[src/rtl/pico_ctrl_pkg.sv]
// Shared types and defaults for the picoMIPS run-control sequencer.
// Build option PICO_STEP_EN (single-step mode) is consumed by pico_run_ctrl.
package pico_ctrl_pkg;

  typedef enum logic [2:0] {
    IDLE    = 3'd0,
    RUN     = 3'd1,
    WAIT_SW = 3'd2,
    EXEC    = 3'd3,
    PAUSE   = 3'd4,
    HALT    = 3'd5
  } run_state_t;

  localparam int DB_CYCLES_DEF = 16;

  // An instruction retires in RUN unless the decoder asks to halt or wait; EXEC always retires.
  function automatic logic exec_en(input run_state_t st, input logic wreq, input logic hreq);
    logic en;
    case (st)
      RUN:     en = ~wreq & ~hreq;
      EXEC:    en = 1'b1;
      default: en = 1'b0;
    endcase
    return en;
  endfunction

endpackage

[src/rtl/pico_debounce.sv]
// Operator switch conditioning: 2-flop synchronizer, stability counter,
// debounced level and a one-cycle press pulse on each accepted 1->0 change.
module pico_debounce
  import pico_ctrl_pkg::*;
#(
  parameter int DB_CYCLES = DB_CYCLES_DEF
) (
  input  logic clk,
  input  logic reset,
  input  logic sw8,
  output logic sw_db,
  output logic press_evt
);

  localparam int CW = $clog2(DB_CYCLES);
  localparam logic [CW-1:0] CNT_LAST = CW'(DB_CYCLES - 1);

  logic          sync1_r;
  logic          sync2_r;
  logic [CW-1:0] cnt_r;
  logic          sw_db_r;
  logic          sw_db_d_r;
  logic          press_evt_r;

  // Bring the raw switch into the clock domain.
  always_ff @(posedge clk or posedge reset) begin
    if (reset) begin
      sync1_r <= 1'b0;
      sync2_r <= 1'b0;
    end else begin
      sync1_r <= sw8;
      sync2_r <= sync1_r;
    end
  end

  // Accept a new level only after DB_CYCLES consecutive differing samples.
  always_ff @(posedge clk or posedge reset) begin
    if (reset) begin
      cnt_r   <= '0;
      sw_db_r <= 1'b0;
    end else if (sync2_r != sw_db_r) begin
      if (cnt_r == CNT_LAST) begin
        sw_db_r <= sync2_r;
        cnt_r   <= '0;
      end else begin
        cnt_r   <= cnt_r + CW'(1);
      end
    end else begin
      cnt_r <= '0;
    end
  end

  // Press pulse follows the cycle in which the debounced level fell.
  always_ff @(posedge clk or posedge reset) begin
    if (reset) begin
      sw_db_d_r   <= 1'b0;
      press_evt_r <= 1'b0;
    end else begin
      sw_db_d_r   <= sw_db_r;
      press_evt_r <= sw_db_d_r & ~sw_db_r;
    end
  end

  assign sw_db     = sw_db_r;
  assign press_evt = press_evt_r;

endmodule

[src/rtl/pico_run_ctrl.sv]
// Run-control FSM for the picoMIPS core: gates PC/regfile updates, stalls on
// switch-reading instructions, tracks halt. Define PICO_STEP_EN for single-step.
module pico_run_ctrl
  import pico_ctrl_pkg::*;
#(
  parameter int n         = 8,
  parameter int DB_CYCLES = DB_CYCLES_DEF
) (
  input  logic         clk,
  input  logic         reset,
  input  logic         sw8,
  input  logic         wait_req,
  input  logic         halt_req,
  output logic         pc_en,
  output logic         wr_en,
  output logic         disp_sel,
  output logic         press_evt,
  output logic [2:0]   state,
  output logic [n-1:0] icount
);

  run_state_t   state_r;
  run_state_t   next_state_s;
  logic         exec_s;
  logic         sw_db_s;
  logic         press_evt_s;
  logic [n-1:0] icount_r;

  pico_debounce #(.DB_CYCLES(DB_CYCLES)) u_debounce (
    .clk       (clk),
    .reset     (reset),
    .sw8       (sw8),
    .sw_db     (sw_db_s),
    .press_evt (press_evt_s)
  );

  // State register.
  always_ff @(posedge clk or posedge reset) begin
    if (reset) begin
      state_r <= IDLE;
    end else begin
      state_r <= next_state_s;
    end
  end

  // Next-state and enable decode; enables are combinational on the decoder requests.
  always_comb begin
    next_state_s = state_r;
    exec_s       = exec_en(state_r, wait_req, halt_req);
    case (state_r)
      IDLE: begin
        if (press_evt_s) next_state_s = RUN;
        else             next_state_s = IDLE;
      end
      RUN: begin
        if (halt_req)      next_state_s = HALT;
        else if (wait_req) next_state_s = WAIT_SW;
        else begin
`ifdef PICO_STEP_EN
          next_state_s = PAUSE;
`else
          next_state_s = RUN;
`endif
        end
      end
      WAIT_SW: begin
        if (press_evt_s) next_state_s = EXEC;
        else             next_state_s = WAIT_SW;
      end
      EXEC: begin
`ifdef PICO_STEP_EN
        next_state_s = PAUSE;
`else
        next_state_s = RUN;
`endif
      end
      PAUSE: begin
        if (press_evt_s) next_state_s = RUN;
        else             next_state_s = PAUSE;
      end
      HALT:    next_state_s = HALT;
      default: next_state_s = IDLE;
    endcase
  end

  // Executed-instruction counter, wrapping naturally at 2^n.
  always_ff @(posedge clk or posedge reset) begin
    if (reset) begin
      icount_r <= '0;
    end else if (exec_s) begin
      icount_r <= icount_r + n'(1);
    end else begin
      icount_r <= icount_r;
    end
  end

  assign pc_en     = exec_s;
  assign wr_en     = exec_s;
  assign disp_sel  = sw_db_s;
  assign press_evt = press_evt_s;
  assign state     = state_r;
  assign icount    = icount_r;

endmodule

[config.mk]
export PLATFORM = sky130hd
export DESIGN_NAME = pico_run_ctrl
export DESIGN_NICKNAME = d
export VERILOG_FILES = /design/src/rtl/pico_ctrl_pkg.sv /design/src/rtl/pico_debounce.sv /design/src/rtl/pico_run_ctrl.sv
export SDC_FILE = /design/constraint.sdc
export NUM_CORES = 1
export LEC_CHECK = 0
export BUFFER_PORTS_ARGS = -buffer_cell sky130_fd_sc_hd__buf_2
export CAP_MARGIN = 20
export CORE_MARGIN = 5
export CORE_UTILIZATION = 40
export DETAILED_ROUTE_END_ITERATION = 7
export PLACE_DENSITY = 0.61
export SETUP_SLACK_MARGIN = 0.15
export SYNTH_ARGS = -nofsm -noshare
export SYNTH_HDL_FRONTEND = slang
export SYNTH_SLANG_ARGS = --single-unit
[constraint.sdc]
create_clock -name clk -period 1.4 [get_ports clk]
set_input_delay 0.14 -clock clk [delete_from_list [all_inputs] [get_ports clk]]
set_output_delay 0.14 -clock clk [all_outputs]
set_load 0.01 [all_outputs]
==> key figures, run 1 <==
Outcome
  • Status: completed

Die
  • Die Height: 56.1 um
  • Die extent in x: 56.1 um
  • Initial core utilization: 0.425
  • Core area: 0.00200 mm^2
  • Rows: 16
  • Ports: 20
  • Die Area: 0.00315 mm^2

Final layout
  • Synth-to-layout area growth: 43.4%
  • Diode count: 0
  • Share of layout cells above drive strength 1: 0.455
  • Commonest non-fill, non-tap cell in the layout: dfrtp_1
  • Final Core Density: 0.609
  • Commonest cells after routing, fill and taps aside: 19 x dfrtp_1, 17 x buf_2, 10 x buf_4
  • Nets@finish: 118

Yosys
  • Syn_nets: 78
  • Sequential cell area fraction in the yosys report: 0.588
  • Synth area leader: dfrtp_1
  • Cells after synthesis: 71
  • Largest cells by area after synthesis: dfrtp_1 59%, xnor2_1 7.2%, mux2_2 4.0%
  • Synth cell types: 24
  • YS warnings: 0
  • Share of the synthesized area in the top cell type: 0.588
  • Post-Syn Area: 851 um^2
  • Mapped Avg Cell Area: 12.0 um^2
  • Seq cells post-synth: 20

Routing
  • # DRC: 0
  • Starting DRC count in detailed routing: 8
  • Antenna-violating nets left: 0
  • Total wire length: 1760 um
  • Mean routed wirelength per cell: 12.8 um
  • Overall via count from detail_route: 641
  • DRT Pass-1 Iters: 3
  • Drt via density: 4.68

STA
  • Max Fclk: 715 MHz
  • Slew HR: 0.774
  • Worst setup margin: 0.00220 ns
  • # setup viols final: 0
  • Slew Limit Fails: 0
  • Hold Violations, Final: 0
  • Clk_skew: 0.0112 ns
  • Minimum clock period: 1.40 ns
  • Slew @ Worst Pin: 0.337 ns
  • RSZ-0062 raised after global routing: true
  • Tcrit/Tclk final: 0.998

Worst setup path
  • Cells on worst reg2reg path: 5
  • Flop-to-flop setup slack: 0.01 ns
  • Crit path DAT: 1.26 ns
  • Critical Path Sink: pc_en
  • Critical Path Start Type: flop
  • Crit path kind: reg -> out
  • FF-to-FF Start: state[2]$_DFF_PP0_
  • Crit path capture type: output pin
  • CP max FO: 2
  • Worst Path Required: 1.26 ns
  • R2R Path End: icount[1]$_DFFE_PP0P_
  • Worst setup path start: state[2]$_DFF_PP0_

GRT
  • Met1 GRT Util: 0.142
  • Vias in the first global route: 604
  • GR met3 Demand/Resource: 0.0232
  • GRT Max-Usage Layer: met2
  • First-pass GRT wire length: 2840 um
  • Met2 usage: 0.190
  • Gr usage total: 0.118
  • Grt total ovfl: 0
  • Largest net degree at the start of global routing: 21
  • Initial antenna violation count: 0

Clock tree
  • Clk_lat worst skew: 0.31 ns
  • CTS tree: yes
  • H-Tree Depth: 1
  • Clock root buffer: clkbuf_4
  • Sinks on the clock net: 20
  • Clk buf depth: 2
  • Reg clk slew, reported paths: 0.12 ns
  • Cts bufs inserted: 3

Place
  • GPL Wtd Cong: 0.725
  • Dpl ws: 0.0583 ns
  • DPL Wire Length: 1160 um
  • # port buffers: 19

Flow run
  • Max-Cap Viols: 0

Power
  • Peak VDD IR: 0.000640 V
  • Pleak: 0.621 nW
  • Cell area power density: 834 mW/mm^2

Min path
  • Hold Path Class: in -> reg
[power by group]
group	total (mW)	leakage (nW)	switching [mW]	internal, mW
clock	0.341	0.0210	0.182	0.159
combinational	0.0735	0.344	0.0384	0.0351
sequential	0.602	0.256	0.0106	0.592
total	1.02	0.621	0.231	0.786
[worst max-delay path: stages (launching register included)]
cell and delay, ns:
dfrtp_2 0.42, buf_6 0.11, nand3b_1 0.19, inv_1 0.09, buf_2 0.13
[per-layer routing]
layer	vias up	wire length, um
li1	323	-
met1	303	755
met2	11	900
met3	4	68
met4	0	31
met5	-	0
[stage by stage]
stage | hold WS [ns] | instances | total power [mW] | TNS, ns | area (um^2)
after floorplan | 0.104 | 71 | 0.649 | -0.0168 | 852
after global placement | 0.174 | 125 | 0.676 | 0 | 1040
after detailed placement | 0.177 | 125 | 0.677 | 0 | 1040
after CTS | 0.116 | 135 | 1.03 | 0 | 1150
after global routing | 0.143 | 137 | 1.05 | -0.168 | 1220
final | 0.127 | 137 | 1.02 | 0 | 1220
[synth_stat cells]
cell type / number
dfrtp_1: 20
xnor2_1: 7
inv_1: 5
nor2_1: 4
a21oi_1: 3
mux2_2: 3
nand3_1: 3
nand3b_1: 3
nor3_1: 3
ha_1: 2
nand2_1: 2
nor2b_1: 2
o21ai_0: 2
xor2_1: 2
a211oi_1: 1
and3_1: 1
and4b_1: 1
buf_4: 1
nand4_1: 1
nand4b_1: 1
nor3b_1: 1
o21ba_2: 1
o21bai_1: 1
or4b_1: 1
[sequential cells by signal, summed over array words and instances, names as in the netlist]
| name | cells |
|---|---|
| u_debounce.sync2_r | 1 |
| icount | 8 |
| state | 3 |
| u_debounce.press_evt | 1 |
| u_debounce.sw_db_d_r | 1 |
| u_debounce.sw_db | 1 |
| u_debounce.cnt_r | 4 |
| u_debounce.sync1_r | 1 |
[timing repair]
| action | CTS | global route |
|---|---|---|
| setup endpoints to repair | 5 | 10 |
| setup buffers | 4 | 2 |
| hold buffers | 2 | 0 |
| hold endpoints to repair | 21 | 0 |
| gates resized for setup | 4 | 12 |
| pin swaps | 3 | 6 |
[cells by family (layout without fill, tap and decap cells)]
family                   after synthesis  in the layout  share of synthesized area
adder cells (fa/ha/maj)                2              2                     0.0294
AO/OA/AOI/OAI                          8              8                     0.0588
multiplexers                           3              3                     0.0397
flip-flops                            20             20                      0.588
XOR/XNOR                               9              9                     0.0927
buffers and inverters                  6             45                     0.0309
AND/OR/NAND/NOR                       23             23                      0.160
[area by class of cell]
class / instances / area, um^2
Multi-Input combinational cell: 45 / 370
Sequential cell: 20 / 502
Timing Repair Buffer: 36 / 259
Inverter: 5 / 18.8
Tap cell: 27 / 33.8
Clock buffer: 4 / 36.3
Fill cell: 169 / 782
[how the worst min path moves through the flow]
stage | end | cells past startpoint | start
finish | state[2]$_DFF_PP0_ | 3 | halt_req
global placement | icount[3]$_DFFE_PP0P_ | 3 | reset
detailed placement | u_debounce.cnt_r[2]$_DFF_PP0_ | 3 | reset
global route | state[2]$_DFF_PP0_ | 3 | halt_req
CTS | state[2]$_DFF_PP0_ | 3 | halt_req
floorplan | icount[0]$_DFFE_PP0P_ | 1 | reset
Power figures use the tool's default switching activity.
==> run 2: changes to the inputs <==
Settings changed: PLACE_DENSITY 0.61 to 0.58.
Clock period 1.4 ns to 1.8 ns, I/O delays scaled along.
==> run 2 against run 1 <==
  * Die area is the same
  * Sequential power shrank 22%
  * Clock skew shrank 0.010 ns
  * Critical path depth is the same
  * Count of clock-buffer cells in the layout shrank 1
  * Clock power grew 6.7%
==> key figures, run 2 (same netlist as run 1, synthesis figures left out) <==
Worst setup path
  • Max incr delay on CP: 0.46 ns (+0.04 ns)
  • Crit path DAT: 1.34 ns (+0.08 ns)
  • CP max-delay cell: dfrtp_2
  • Worst Path Required: 1.62 ns (+0.36 ns)
  • Crit path kind: reg -> out
  • Critical Path Start Type: flop
  • Worst Path Buf+Inv: 2 (-1)
  • Cells on worst reg2reg path: 3 (-2)
  • Worst setup path start: state[1]$_DFF_PP0_
  • CP max FO: 7 (+5)
  • Crit path capture type: output pin
  • Cell family with most CP delay: flip-flops
  • Flop-to-flop setup slack: 0.33 ns (+0.32 ns)
  • FF-to-FF Start: state[2]$_DFF_PP0_
  • R2R Path End: icount[7]$_DFFE_PP0P_
  • Crit-path cells: o21bai_1, nand3b_1, inv_1, buf_2

Final layout
  • Final Non-Filler Cells: 123 (-10%)
  • Fillers: 193 (+14%)
  • Synth-to-layout area growth: 23.8%
  • Final Core Density: 0.526 (-0.0831)
  • Share of layout cells above drive strength 1: 0.302 (-0.152)
  • Diode count: 0 (unchanged)
  • Post-route cell area: 0.00105 mm^2 (-14%)
  • Nets@finish: 104 (-12%)
  • Commonest cells after routing, fill and taps aside: 19 x dfrtp_1, 19 x buf_2, 7 x xnor2_1
  • Max reg flops: 8 (unchanged)

Routing
  • Starting DRC count in detailed routing: 12 (+4)
  • Drt via density: 4.97 (+6.2%)
  • DRT Pass-1 Iters: 4 (+1)
  • # DRC: 0 (unchanged)
  • Mean routed wirelength per cell: 12.7 um (-1.1%)
  • Antenna-violating nets left: 0 (unchanged)
  • Total wire length: 1560 um (-11%)
  • Overall via count from detail_route: 611 (-4.7%)

STA
  • Slew Limit Fails: 0 (unchanged)
  • RSZ-0062 raised after global routing: false
  • Worst setup margin: 0.277 ns (+0.275 ns)
  • Setup TNS: 0 ns (unchanged)
  • Hold Violations, Final: 0 (unchanged)
  • Clk_skew: 0.000946 ns (-0.0102 ns)
  • # setup viols final: 0 (unchanged)
  • Minimum clock period: 1.52 ns
  • Tcrit/Tclk final: 0.846
  • Max Fclk: 657 MHz
  • Worst hold margin: 0.148 ns (+0.0213 ns)
  • Slew @ Worst Pin: 0.738 ns (+0.402 ns)
  • Slew HR: 0.507 (-0.267)

GRT
  • Gr usage total: 0.117 (-0.000456)
  • Grt total ovfl: 0 (unchanged)
  • Largest net degree at the start of global routing: 21 (unchanged)
  • Vias in the first global route: 641 (+6.1%)
  • First-pass GRT wire length: 2820 um (-0.46%)
  • Initial antenna violation count: 0 (unchanged)

Die
  • Rows: 16 (unchanged)
  • Die Height: 56.1 um (unchanged)
  • Core area: 0.00200 mm^2 (unchanged)
  • Ports: 20 (unchanged)
  • Die extent in x: 56.1 um (unchanged)
  • Initial core utilization: 0.425 (unchanged)
  • Die Area: 0.00315 mm^2 (unchanged)

Min path
  • Min-Delay Startpoint: halt_req
  • Hold EP: state[2]$_DFF_PP0_
  • Hold Crit Depth: 3 (unchanged)
  • Hold Path Class: in -> reg

Clock tree
  • Clk_lat worst skew: 0.30 ns (about the same)
  • Sinks on the clock net: 20 (unchanged)
  • CTS tree: yes
  • Post-CTS setup repair buffer count: 0 (-4)
  • Reg clk slew, reported paths: 0.11 ns (about the same)
  • Clock root buffer: clkbuf_4
  • Clk buf depth: 2 (unchanged)
  • H-Tree Depth: 1 (unchanged)
  • Cts bufs inserted: 3 (unchanged)

Flow run
  • Max-Cap Viols: 0 (unchanged)

Place
  • Dpl ws: 0.338 ns (+0.279 ns)
  • Placement Cell Area: 980 um^2 (-5.9%)
  • GPL Wtd Cong: 0.744 (+2.6%)
  • Placed insts: 117 (-6.4%)
  • # port buffers: 19 (unchanged)
  • DPL Wire Length: 1180 um (+1.4%)

Power
  • Pleak: 0.520 nW (-16%)
  • Power, Total: 0.879 mW (-14%)
  • Cell area power density: 834 mW/mm^2 (about the same)
  • Peak VDD IR: 0.000568 V (-11%)

Outcome
  • Status: completed
-- run 2: worst min-delay path, delay by kind of cell --
kind | cells | cell delay, ns
and+or+nand+nor | 1 | 0.06
AOI/OAI and AO/OA | 1 | 0.07
buffers and inverters | 1 | 0.11
-- run 2: repair_timing --
item | 4_1_cts | 5_1_grt
hold buffers | 2 | 0
hold endpoints to repair | 13 | 0
setup endpoints to repair | 0 | 2
gates resized for setup | 0 | 1
-- run 2: area by class of cell --
type                       instances  area (um^2)  area share
inverter                           5         18.8      0.0178
clock inverter                     1         30.0      0.0285
tap                               27         33.8      0.0321
clock buffer                       3         22.5      0.0214
sequential                        20          502       0.476
timing repair buffer              22          123       0.116
multi-input combinational         45          324       0.308
-- run 2: routing by layer --
layer | vias to the layer above | share of wire | track usage | wire length, um
met2 | 15 | 0.48 | 0.190 | 742
met1 | 295 | 0.42 | 0.127 | 656
met5 | - | 0 | 0 | 0
met4 | 0 | 0.019 | 0.0508 | 30
met3 | 5 | 0.083 | 0.0603 | 130
li1 | 296 | - | - | -
-- run 2: how the worst max path moves through the flow --
| stage | end | cells after the start |
|---|---|---|
| 5_1_grt | wr_en | 4 |
| 6_report | pc_en | 4 |
| 3_5_place_dp | icount[7]$_DFFE_PP0P_ | 3 |
| 2_1_floorplan | icount[7]$_DFFE_PP0P_ | 3 |
| 4_1_cts | pc_en | 4 |
| 3_3_place_gp | icount[7]$_DFFE_PP0P_ | 3 |
-- run 2: power by group --
| part | leakage [nW] | switching, mW | internal, mW |
|---|---|---|---|
| Combinational | 0.238 | 0.0242 | 0.0203 |
| Sequential | 0.254 | 0.0104 | 0.460 |
| Clock | 0.0279 | 0.139 | 0.225 |
| Total | 0.520 | 0.173 | 0.706 |
